--- config.mk ---
export PLATFORM = sky130hd
export DESIGN_NAME = mux_32to1_tdm
export DESIGN_NICKNAME = d
export VERILOG_FILES = /design/src/rtl/mux_32to1_tdm.sv
export SDC_FILE = /design/constraint.sdc
export NUM_CORES = 1
export LEC_CHECK = 0
export CAP_MARGIN = 40
export CORE_UTILIZATION = 25
export CTS_BUF_LIST = sky130_fd_sc_hd__clkbuf_4 sky130_fd_sc_hd__clkbuf_8 sky130_fd_sc_hd__clkbuf_16
export DETAILED_ROUTE_END_ITERATION = 12
export PLACE_DENSITY = 0.48
export SETUP_SLACK_MARGIN = 0.15
export SLEW_MARGIN = 10
export SYNTH_ARGS = -nofsm -noshare
export SYNTH_HDL_FRONTEND = slang
export SYNTH_SLANG_ARGS = --single-unit
--- constraint.sdc ---
create_clock -name clk_i -period 2.28 [get_ports clk_i]
set_clock_uncertainty 0.1 [all_clocks]
set_input_delay 0.57 -clock clk_i [delete_from_list [all_inputs] [get_ports clk_i]]
set_output_delay 0.57 -clock clk_i [all_outputs]
set_load 0.1 [all_outputs]
--- src/rtl/mux_32to1_tdm.sv ---
// mux_32to1_tdm: time-division 32-to-1 serializer.
// A parallel lane word is captured through a load handshake and then presented
// one lane per beat on data_o/sel_o under a valid/ready handshake. done_o
// pulses for one cycle after the final beat of each completed word.
// Optional build macro MUX32_SKIP_ZERO_EN: only lanes whose captured bit is 1
// are presented; an all-zero word completes immediately without streaming.
//
// state | meaning
// IDLE  | waiting for a word, load_ready_o follows en_i
// SHIFT | presenting shadow[idx] on data_o, idx on sel_o

module mux_32to1_tdm #(
    parameter int N_LANES = 32,
    parameter int SEL_W   = $clog2(N_LANES)
) (
    input  logic               clk_i,
    input  logic               rst_i,
    input  logic               en_i,
    input  logic [N_LANES-1:0] in_i,
    input  logic               load_valid_i,
    output logic               load_ready_o,
    output logic               data_o,
    output logic [SEL_W-1:0]   sel_o,
    output logic               valid_o,
    input  logic               ready_i,
    output logic               done_o
);

    typedef enum logic {IDLE, SHIFT} state_t;

    state_t             state;
    logic [SEL_W-1:0]   idx;
    logic [N_LANES-1:0] shadow;
    logic               done;

    logic               load_take;
    logic               beat_take;
    logic               last_beat;
    logic [SEL_W-1:0]   next_idx;

`ifdef MUX32_SKIP_ZERO_EN
    // Returns {found, index} of the lowest set bit of w.
    function automatic logic [SEL_W:0] lowest_set(input logic [N_LANES-1:0] w);
        logic [SEL_W:0] r;
        r = '0;
        for (int k = N_LANES - 1; k >= 0; k--) begin
            if (w[k]) r = {1'b1, SEL_W'(k)};
        end
        return r;
    endfunction

    logic [N_LANES-1:0] above;
    logic [SEL_W:0]     next_hit;
    logic [SEL_W:0]     load_hit;

    // Remaining set lanes strictly above the current index, and the next one to present.
    always_comb begin
        above = '0;
        for (int k = 0; k < N_LANES; k++) begin
            above[k] = shadow[k] && (SEL_W'(k) > idx);
        end
        next_hit  = lowest_set(above);
        load_hit  = lowest_set(in_i);
        last_beat = !next_hit[SEL_W];
        next_idx  = next_hit[SEL_W-1:0];
    end
`else
    // Every lane is presented; lane N_LANES-1 closes the word instead of wrapping.
    always_comb begin
        last_beat = (idx == SEL_W'(N_LANES - 1));
        next_idx  = idx + SEL_W'(1);
    end
`endif

    // Handshake outputs; the reset cycle offers and accepts nothing.
    always_comb begin
        load_ready_o = !rst_i && (state == IDLE) && en_i;
        valid_o      = !rst_i && (state == SHIFT) && en_i;
        data_o       = (state == SHIFT) ? shadow[idx] : 1'b0;
        sel_o        = (state == SHIFT) ? idx : '0;
        done_o       = done;
        load_take    = load_valid_i && load_ready_o;
        beat_take    = valid_o && ready_i;
    end

    // Load capture, beat sequencing and the completion pulse.
    always_ff @(posedge clk_i) begin
        if (rst_i) begin
            state  <= IDLE;
            idx    <= '0;
            shadow <= '0;
            done   <= 1'b0;
        end else begin
            done <= 1'b0;
            case (state)
                IDLE: begin
                    if (load_take) begin
                        shadow <= in_i;
`ifdef MUX32_SKIP_ZERO_EN
                        if (load_hit[SEL_W]) begin
                            idx   <= load_hit[SEL_W-1:0];
                            state <= SHIFT;
                        end else begin
                            idx  <= '0;
                            done <= 1'b1;
                        end
`else
                        idx   <= '0;
                        state <= SHIFT;
`endif
                    end
                end
                SHIFT: begin
                    if (beat_take) begin
                        if (last_beat) begin
                            state <= IDLE;
                            idx   <= '0;
                            done  <= 1'b1;
                        end else begin
                            idx <= next_idx;
                        end
                    end
                end
                default: begin
                    state <= IDLE;
                    idx   <= '0;
                end
            endcase
        end
    end

endmodule
# Word level (Yosys, flattened, before mapping)
# Cells that the tools add are included.
dict set report word_totals {
  reg_bits 39
  inputBits 37
  out_inout_bits 9
}
dict set report classes {
  add_sub_neg 1
  magnitude_cmp 1
  n_eq_ne 3
  n_mux 13
  bitwise_logic 2
  reduce_logical 10
}
# cell n
set ops {}
lappend ops {{5-bit 2-to-1 mux} 4}
lappend ops {{5-bit case mux with 2 select lines} 1}
lappend ops {{1-bit logical AND} 6}
lappend ops {{5-bit by 6-bit less-than comparator with 1-bit output (second input constant)} 1}
lappend ops {{1-bit 2-to-1 mux} 6}
lappend ops {{5-bit by 1-bit adder with 5-bit output (second input constant)} 1}
lappend ops {{1-bit binary-select mux with 5-bit select} 1}
lappend ops {{5-bit equality test (second input constant)} 1}
lappend ops {{2-bit AND reduction} 2}
lappend ops {{3-bit OR reduction} 1}
lappend ops {{2-bit by 1-bit != test with 1-bit output (second input constant)} 1}
lappend ops {{2-bit != test (second input constant)} 1}
lappend ops {{1-bit NOT} 2}
lappend ops {{1-bit case mux with 2 select lines} 1}
lappend ops {{1-bit logical NOT} 1}

# Logic depth before layout (Yosys ltp)
# Gate-level depths: netlist of the first run.
dict set report logic_depth {
  ltp_word 6
  mapped_depth 7
  mapped_depth_nobuf 7
}

# Worst setup path after synthesis of the first run
# OpenSTA, ideal clock, no wires.
dict set report synth_timing {
  kind {input -> register}
  startpoint {input port rst_i}
  endpoint {register shadow[0]}
  setup_ps 132
  t_arrival_ps 3687
  required_time_ps 2048
  setup_slack_ps -1639
  path_stages 5
  cell_sequence {nor3b_1 nand2_1 clkbuf_1 nand2_1 a21oi_1}
}
dict set report synth_via {
  elab_chain_len 5
}
# item line
set synth_rtl {}
lappend synth_rtl {{start: declaration} 17} ;# input logic rst_i,
lappend synth_rtl {{1-bit logical NOT} 77} ;# load_ready_o = !rst_i && (state == IDLE) && en_i;
lappend synth_rtl {{1-bit logical AND (2 in series)} 77}
lappend synth_rtl {{1-bit logical AND} 82} ;# load_take = load_valid_i && load_ready_o;
lappend synth_rtl {{2-bit AND reduction (no line)} n/a}
lappend synth_rtl {{end signal: assignment} 98} ;# shadow <= in_i;
lappend synth_rtl {{end: declaration} 33} ;# logic [N_LANES-1:0] shadow;
# Parallel ways exist; a longest one is shown, timed or not.
# A chain may end at the register's enable or synchronous reset.

# Worst setup path in the final report of the first run
dict set report layout_timing {
  startpoint {register idx[0]}
  endpoint {output port data_o}
}
dict set report layout_via {
  elab_chain_len 3
}
# item line
set layout_rtl {}
lappend layout_rtl {{start: declaration} 32} ;# logic [SEL_W-1:0] idx;
lappend layout_rtl {{start signal: assignment} 120} ;# idx <= next_idx;
lappend layout_rtl {{1-bit binary-select mux with 5-bit select} 79} ;# data_o = (state == SHIFT) ? shadow[idx] : 1'b0;
lappend layout_rtl {{1-bit 2-to-1 mux (not written as such)} 79}
lappend layout_rtl {{1-bit 2-to-1 mux} 79}
lappend layout_rtl {{end: declaration} 22} ;# output logic data_o,
# Every way passes these cells. The select of a mux whose other input is x is not followed.

==> metrics.md, run 1 <==
| Metric | Value |
|---|---|
| Vias in the first global route | 1,492 |
| Grt ovf | 0 |
| WL final | 4.10 mm |
| WS Path Type | register to primary output |
| Routed wire per std cell | 11.8 microns |
| CTS tree | done |
| Final GP Congestion | 0.706 |
| Unique cell type count in the Yosys netlist | 32 |
| Setup-failing EPs final | 1 |
| Fin Setup TNS | -0.427 ns |
| RSZ-0062 raised after global routing | true |
| Post-CTS Setup Repair Bufs | 0 |
| Clk sinks | 39 |
| IO buf count | 45 |
| Worst Hold Class | register to register |
| Endpoint class of the critical path | primary output |
| Worst Max-Slew Pin Slew | 0.409 ns |
| Combinational power share | 10.9% |
| Cell Int Power | 1.15 mW |
| CTS Buf Count | 5 |
| Worst-path clk slew | 0.08 ns |
| Design Power | 1.46 mW |
| Clock Tree Root | clkbuf_8 |
| Placed cell areas | 2460 sq um |
| Yosys top cell area share | 44.2% |
| Worst Path Arrival | 2.04 ns |
| Violated checks | negative setup slack |
| Post-synthesis sequential area ratio | 44.2% |
| Worst-case vdd ir drop | 0.290 mV |
| PD cells | 565 nW/um^2 |
| Finished Cell Area | 2590 sq um |
| CTS H-tree lvls | 2 |
| Min Hold Slack | 0.357 ns |
| Clock power frac | 40.3% |
| Commonest non-fill, non-tap cell in the layout | nand2_1 |
| Startpoint types | register |
| Biggest area consumer among synthesized cells | dfxtp_1 |
| Layout fillers | 719 |
| Slew HR | 72.7% |
| Flops & latches, synth | 39 |
| Drt pass-1 iters | 4 |
| Clock buffer depth | 2 |
| Cell leakage power | 0.924 nW |
| Syn Nets | 243 |
| Starting density of the core | 26.0% |
| Flop pwr share | 48.8% |
| Initial DRC Count | 90 |
| Most frequent cells in the layout | 66 x nand2_1, 37 x a21oi_1, 36 x dfxtp_1, 34 x clkdlybuf4s50_1 |
| First-pass GRT wire length | 7.09 mm |
| Total GRT Usage | 12.3% |
| Io pins | 46 |
| Cells after Synth | 204 |
| Fraction of layout cells with a size suffix above 1 | 17.1% |
| Switching Share | 21.6% |
| Avg Inst Size Synth | 8.65 sq um |
| Mapped Area | 1770 sq um |
| Critical path required time | 1.61 ns |
| Synth area leaders | dfxtp_1 44%, nand2_1 14%, a21oi_1 11% |
| Post-Route Utilization | 38.1% |
| Syn-to-layout area delta | 46.7% |
| # DRC | 0 |
| Max Fclk | 369 MHz |
| Worst-path fanout max | 3 |
| Final min period | 2.71 ns |
| Site Rows | 30 |
| Vias per inst | 4.47 |
| N_diodes | 0 |
| Die Y-Extent | 86.0 microns |
| Final Slew Violations | 0 |
| Core box area | 6790 sq um |
| Antenna Nets Post-Route | 0 |
| Initial antenna violation count | 0 |
| Final Hold Viols | 0 |
| Via count | 1,557 |
| Psw | 0.317 mW |
| Final period util | 119% |
| Setup WS post-layout | -0.427 ns |
| Largest net degree at the start of global routing | 39 |
| Hpwl dp | 2.90 mm |
| Max_cap viols | 0 |
| Die Footprint | 7400 sq um |
| Worst skew pair latency | 0.28 ns |
| Status | finished with violations |
| Die Span X | 86.0 microns |
| Synth warn | 0 |
| Layout net count | 290 |
per-stage QoR:
stage	cells	setup WS [ns]
2_1_floorplan	204	-0.138
3_3_place_gp	340	-0.169
3_5_place_dp	340	-0.175
4_1_cts	348	-0.451
5_1_grt	348	-0.517
6_report	348	-0.427
worst paths after layout:
check        startpoint  slack, ns   endpoint  cells after the start
max              idx[0]      -0.43     data_o                      5
min           shadow[6]       0.36  shadow[6]                      2
max reg2reg      idx[0]       0.22     idx[2]                      7
min reg2reg   shadow[6]       0.36  shadow[6]                      2
kinds of logic after synthesis:
group	count (synthesis)	share of synthesized area (%)
and+or+nand+nor	95	24.9
AOI/OAI and AO/OA	41	11.8
adders and majority gates	2	1.42
muxes	11	13.0
buffers and inverters	16	4.54
DFF	39	44.2
sequential cells by signal (all words and copies together) (netlist names):
register / cells
done_o: 1
idx: 5
shadow: 32
state: 1
power groups by stage:
stage,logic [mW],registers (mW),clock network [mW]
detailed placement,0.162,0.730,0
finish,0.159,0.713,0.590
global placement,0.161,0.730,0
floorplan,0.0768,0.723,0
CTS,0.162,0.715,0.608
global route,0.175,0.716,0.642
worst max-delay path, stage by stage, from the launching register on:
cell	delay [ns]
dfxtp_4	0.37
mux4_2	0.48
mux2_2	0.27
or3_1	0.30
and4_4	0.17
buf_12	0.16
cells in the mapped netlist (all sizes together):
library cell and number:
and4b 1, and2 6, nor2 3, nand3 5, mux4 8, o21ai 2, and4bb 1, a21oi 38
or3 1, nand2b 2, dfxtp 39, nand2 67, mux2i 2, inv 1, nor2b 1, and4 1
o2111ai 1, buf 3, ha 2, nand3b 1, nor3b 1, or4 1, or4b 1, clkbuf 12
and3b 1, and3 1, mux2 1, nor4bb 1
metal layers:
metal | vias up | global-route usage [%] | part of all wire (%)
met5 | - | 0 | 0
met4 | 0 | 3.64 | 1.0
met3 | 4 | 3.37 | 3.9
met2 | 31 | 19.8 | 47
met1 | 729 | 16.0 | 48
li1 | 793 | - | -
area by class of cell:
cell class	count	area, sq um	area share (%)
Multi-Input combinational cell	149	945	36.5
Sequential cell	39	787	30.4
Timing Repair Buffer	55	617	23.8
Tap cell	96	120	4.64
Clock buffer	6	82.6	3.19
Clock inverter	2	35.0	1.35
Inverter	1	3.75	0.145
what timing repair did:
item / 4_1_cts / 5_1_grt
gates resized for setup: 5 / 3
endpoints found under the setup margin: 4 / 2
hold buffers: 0 / 0
Note: power is estimated with default switching activity, not from simulation.
==> inputs of run 2 (changes only) <==
- SKIP_LAST_GASP: default -> 1
==> results of run 2 <==
No change in the layout: final DEF, timing and power equal those of run 1.
Main changes from that run: number of gates resized after CTS 5 -> 4
==> inputs of run 3 (changes only) <==
- ABC_AREA: default -> 1
==> run 3 against run 2 <==
Power up 3.9%. Largest cell class unchanged. Critical path depth up 4. The run now ends clean. Worst setup slack better by 0.53 ns. Wire length up 16%. Via count up 16%. First-iteration DRC count down 33%. Critical endpoint unchanged. Area after synthesis up 8.4%. Sequential power up 2%.
==> metrics.md, run 3 <==
| Metric | Value |
|---|---|
| Status | completed |
| CTS tree | done |
| Drt pass-1 iters | 4 |
| Clock buffer depth | 2 |
| Hpwl dp | 3.37 mm |
| Largest reg by FF count | shadow |
| Cells after Synth | 266 |
| Worst Hold Class | register to register |
| CP cell instances | buf_8 > nand2_1 > nand3_1 > nand3_2 > nand3_1 > nand2_2 > nand2_2 > nand2_4 > buf_12 |
| Slew HR | 80.0% |
| Max Fclk | 458 MHz |
| Flop pwr share | 47.8% |
| Cell Int Power | 1.13 mW |
| Post-synthesis sequential area ratio | 40.8% |
| Biggest area consumer among synthesized cells | dfxtp_1 |
| Vias in the first global route | 1,718 |
| Combinational power share | 17.8% |
| Predominant post-synthesis flop cell | dfxtp_1 |
| CTS Buf Count | 5 |
| Startpoint types | register |
| Final Hold Viols | 0 |
| Final Slew Violations | 0 |
| Pre-CTS WS | 0.0820 ns |
| Site Rows | 31 |
| Cell leakage power | 1.13 nW |
| Clock power frac | 34.4% |
| FFs w/ async S/R, synth | 0% |
| Most frequent cells in the layout | 42 x inv_1, 38 x a21oi_1, 37 x nand2_1, 37 x dfxtp_1, 34 x clkdlybuf4s50_1 |
| Synth warn | 0 |
| Endpoint class of the critical path | primary output |
| # DRC | 0 |
| Core box area | 7330 sq um |
| Via count | 1,808 |
| Post-synth EDFFs | 0 |
| Max_cap viols | 0 |
| Layout net count | 355 |
| Slowest cell on crit path | dfxtp_4 |
| Initial antenna violation count | 0 |
| Max reg flops | 32 |
| Syn-to-layout area delta | 45.5% |
| N_diodes | 0 |
| Avg Inst Size Synth | 7.19 sq um |
| Dominant cell by count in the synthesized netlist | nand2_1 |
| Worst-path clk slew | 0.07 ns |
| Yosys top cell area share | 40.8% |
| Initial DRC Count | 60 |
| Io pins | 46 |
| Die Footprint | 8010 sq um |
| First-pass GRT wire length | 7.82 mm |
| Switching Share | 25.6% |
| Worst-case vdd ir drop | 0.206 mV |
| CTS H-tree lvls | 2 |
| Die Span X | 89.5 microns |
| Setup-failing EPs final | 0 |
| Biggest cell delay along the critical path | 0.38 ns |
| Worst Max-Slew Pin Slew | 0.300 ns |
| WS Path Type | register to primary output |
| Commonest non-fill, non-tap cell in the layout | inv_1 |
| Design Power | 1.52 mW |
| Fraction of layout cells with a size suffix above 1 | 19.9% |
| Largest net degree at the start of global routing | 33 |
| Commonest cells post-synth | 46 x nand2_1, 44 x inv_1, 39 x dfxtp_1 |
| Final min period | 2.18 ns |
| Unique cell type count in the Yosys netlist | 24 |
| Largest regs | shadow x32, idx x5 |
| RSZ-0062 raised after global routing | true |
| Die Y-Extent | 89.5 microns |
| Clk sinks | 39 |
| WL final | 4.76 mm |
| Starting density of the core | 26.1% |
| Critical path required time | 1.61 ns |
| Final GP Congestion | 0.775 |
| Setup WS post-layout | 0.0987 ns |
| Synth area leaders | dfxtp_1 41%, a21oi_1 9.9%, nand2_1 9.0% |
| Buffers plus inverters on the worst setup path | 2 |
| Clock Tree Root | clkbuf_8 |
| Worst skew pair latency | 0.29 ns |
| Grt ovf | 0 |
| Syn Nets | 305 |
| Worst Path Arrival | 1.51 ns |
| Cell family with most CP delay | simple AND/OR/NAND/NOR gates |
| Mapped Area | 1910 sq um |
| Total GRT Usage | 12.8% |
| Psw | 0.388 mW |
| Flops & latches, synth | 39 |
| Worst-path fanout max | 8 |
| IO buf count | 45 |
| PD cells | 546 nW/um^2 |
| Routed wire per std cell | 11.4 microns |
| Antenna Nets Post-Route | 0 |
| Vias per inst | 4.35 |
| Final period util | 95.7% |
-- run 3: changes by cell type in the layout (fill, tap and decap cells not counted), sizes merged, moves of 7 or more --
cell,previous run,this run
nand2,67,47
mux4,8,0
nor3,0,7
o21ai,2,36
inv,1,45
nand3,5,28
-- run 3: kinds of logic (layout without fill, tap and decap cells) --
family          count (synthesis)  in the layout  synth area share [%]
fa+ha+maj                       2              2                  1.31
buf+inv                        62            113                  16.2
compound gates                 74             74                  19.6
flops                          39             39                  40.8
simple gates                   89             89                  22.1
-- run 3: per-layer routing --
metal	GRT usage [%]	wire length, microns	part of all wire [%]	up-vias
met5	0	0	0	-
met2	20.4	2050	43	38
met4	3.90	53	1.1	0
li1	-	-	-	958
met1	16.3	2330	49	807
met3	4.62	328	6.9	5
-- run 3: final timing paths --
check                  start          to  slack (ns)  cells after the start
setup reg to reg      idx[0]      idx[2]        0.48                      9
setup / recovery      idx[0]      data_o         0.1                      9
hold / removal    shadow[10]  shadow[10]        0.35                      2
hold reg to reg   shadow[10]  shadow[10]        0.35                      2
-- run 3: area by class of cell --
class | instances | area, sq um
Tap cell | 99 | 124
Sequential cell | 39 | 786
Timing Repair Buffer | 58 | 667
Fill cell | 784 | 4550
Clock buffer | 8 | 104
Inverter | 47 | 193
Multi-Input combinational cell | 165 | 911
-- run 3: repair_timing --
item | in CTS | in global routing
setup endpoints to repair | 3 | 1
resized for setup | 18 | 17
setup buffers | 0 | 1
pin swaps | 4 | 10
cloned | 0 | 1
hold buffers | 0 | 0
-- run 3: through the flow --
stage / area, sq um / TNS (ns) / cells / hold WS [ns] / utilization [%]
after floorplan: 1930 / -0.333 / 266 / 0.329 / -
after global placement: 2560 / 0 / 406 / 0.339 / 35.0
after detailed placement: 2560 / 0 / 406 / 0.344 / 35.0
after CTS: 2710 / 0 / 414 / 0.355 / 37.0
after global routing: 2780 / -0.00823 / 416 / 0.377 / 38.0
final: 2780 / 0 / 416 / 0.353 / 38.0
-- run 3: worst reg2reg max path, stage by stage (launching register included) --
cell and delay [ns]:
dfxtp_4 0.38, buf_8 0.14, buf_4 0.14, ha_1 0.20
inv_1 0.07, nor3_1 0.05, ha_1 0.23, o21ai_2 0.13
nand2_1 0.11, nor3_1 0.18
-- run 3: power by group through the flow --
stage | combinational, mW | clock, mW | sequential, mW
after floorplan | 0.152 | 0 | 0.737
after global placement | 0.256 | 0 | 0.739
after detailed placement | 0.256 | 0 | 0.741
after CTS | 0.263 | 0.541 | 0.726
after global routing | 0.303 | 0.571 | 0.730
final | 0.270 | 0.523 | 0.726
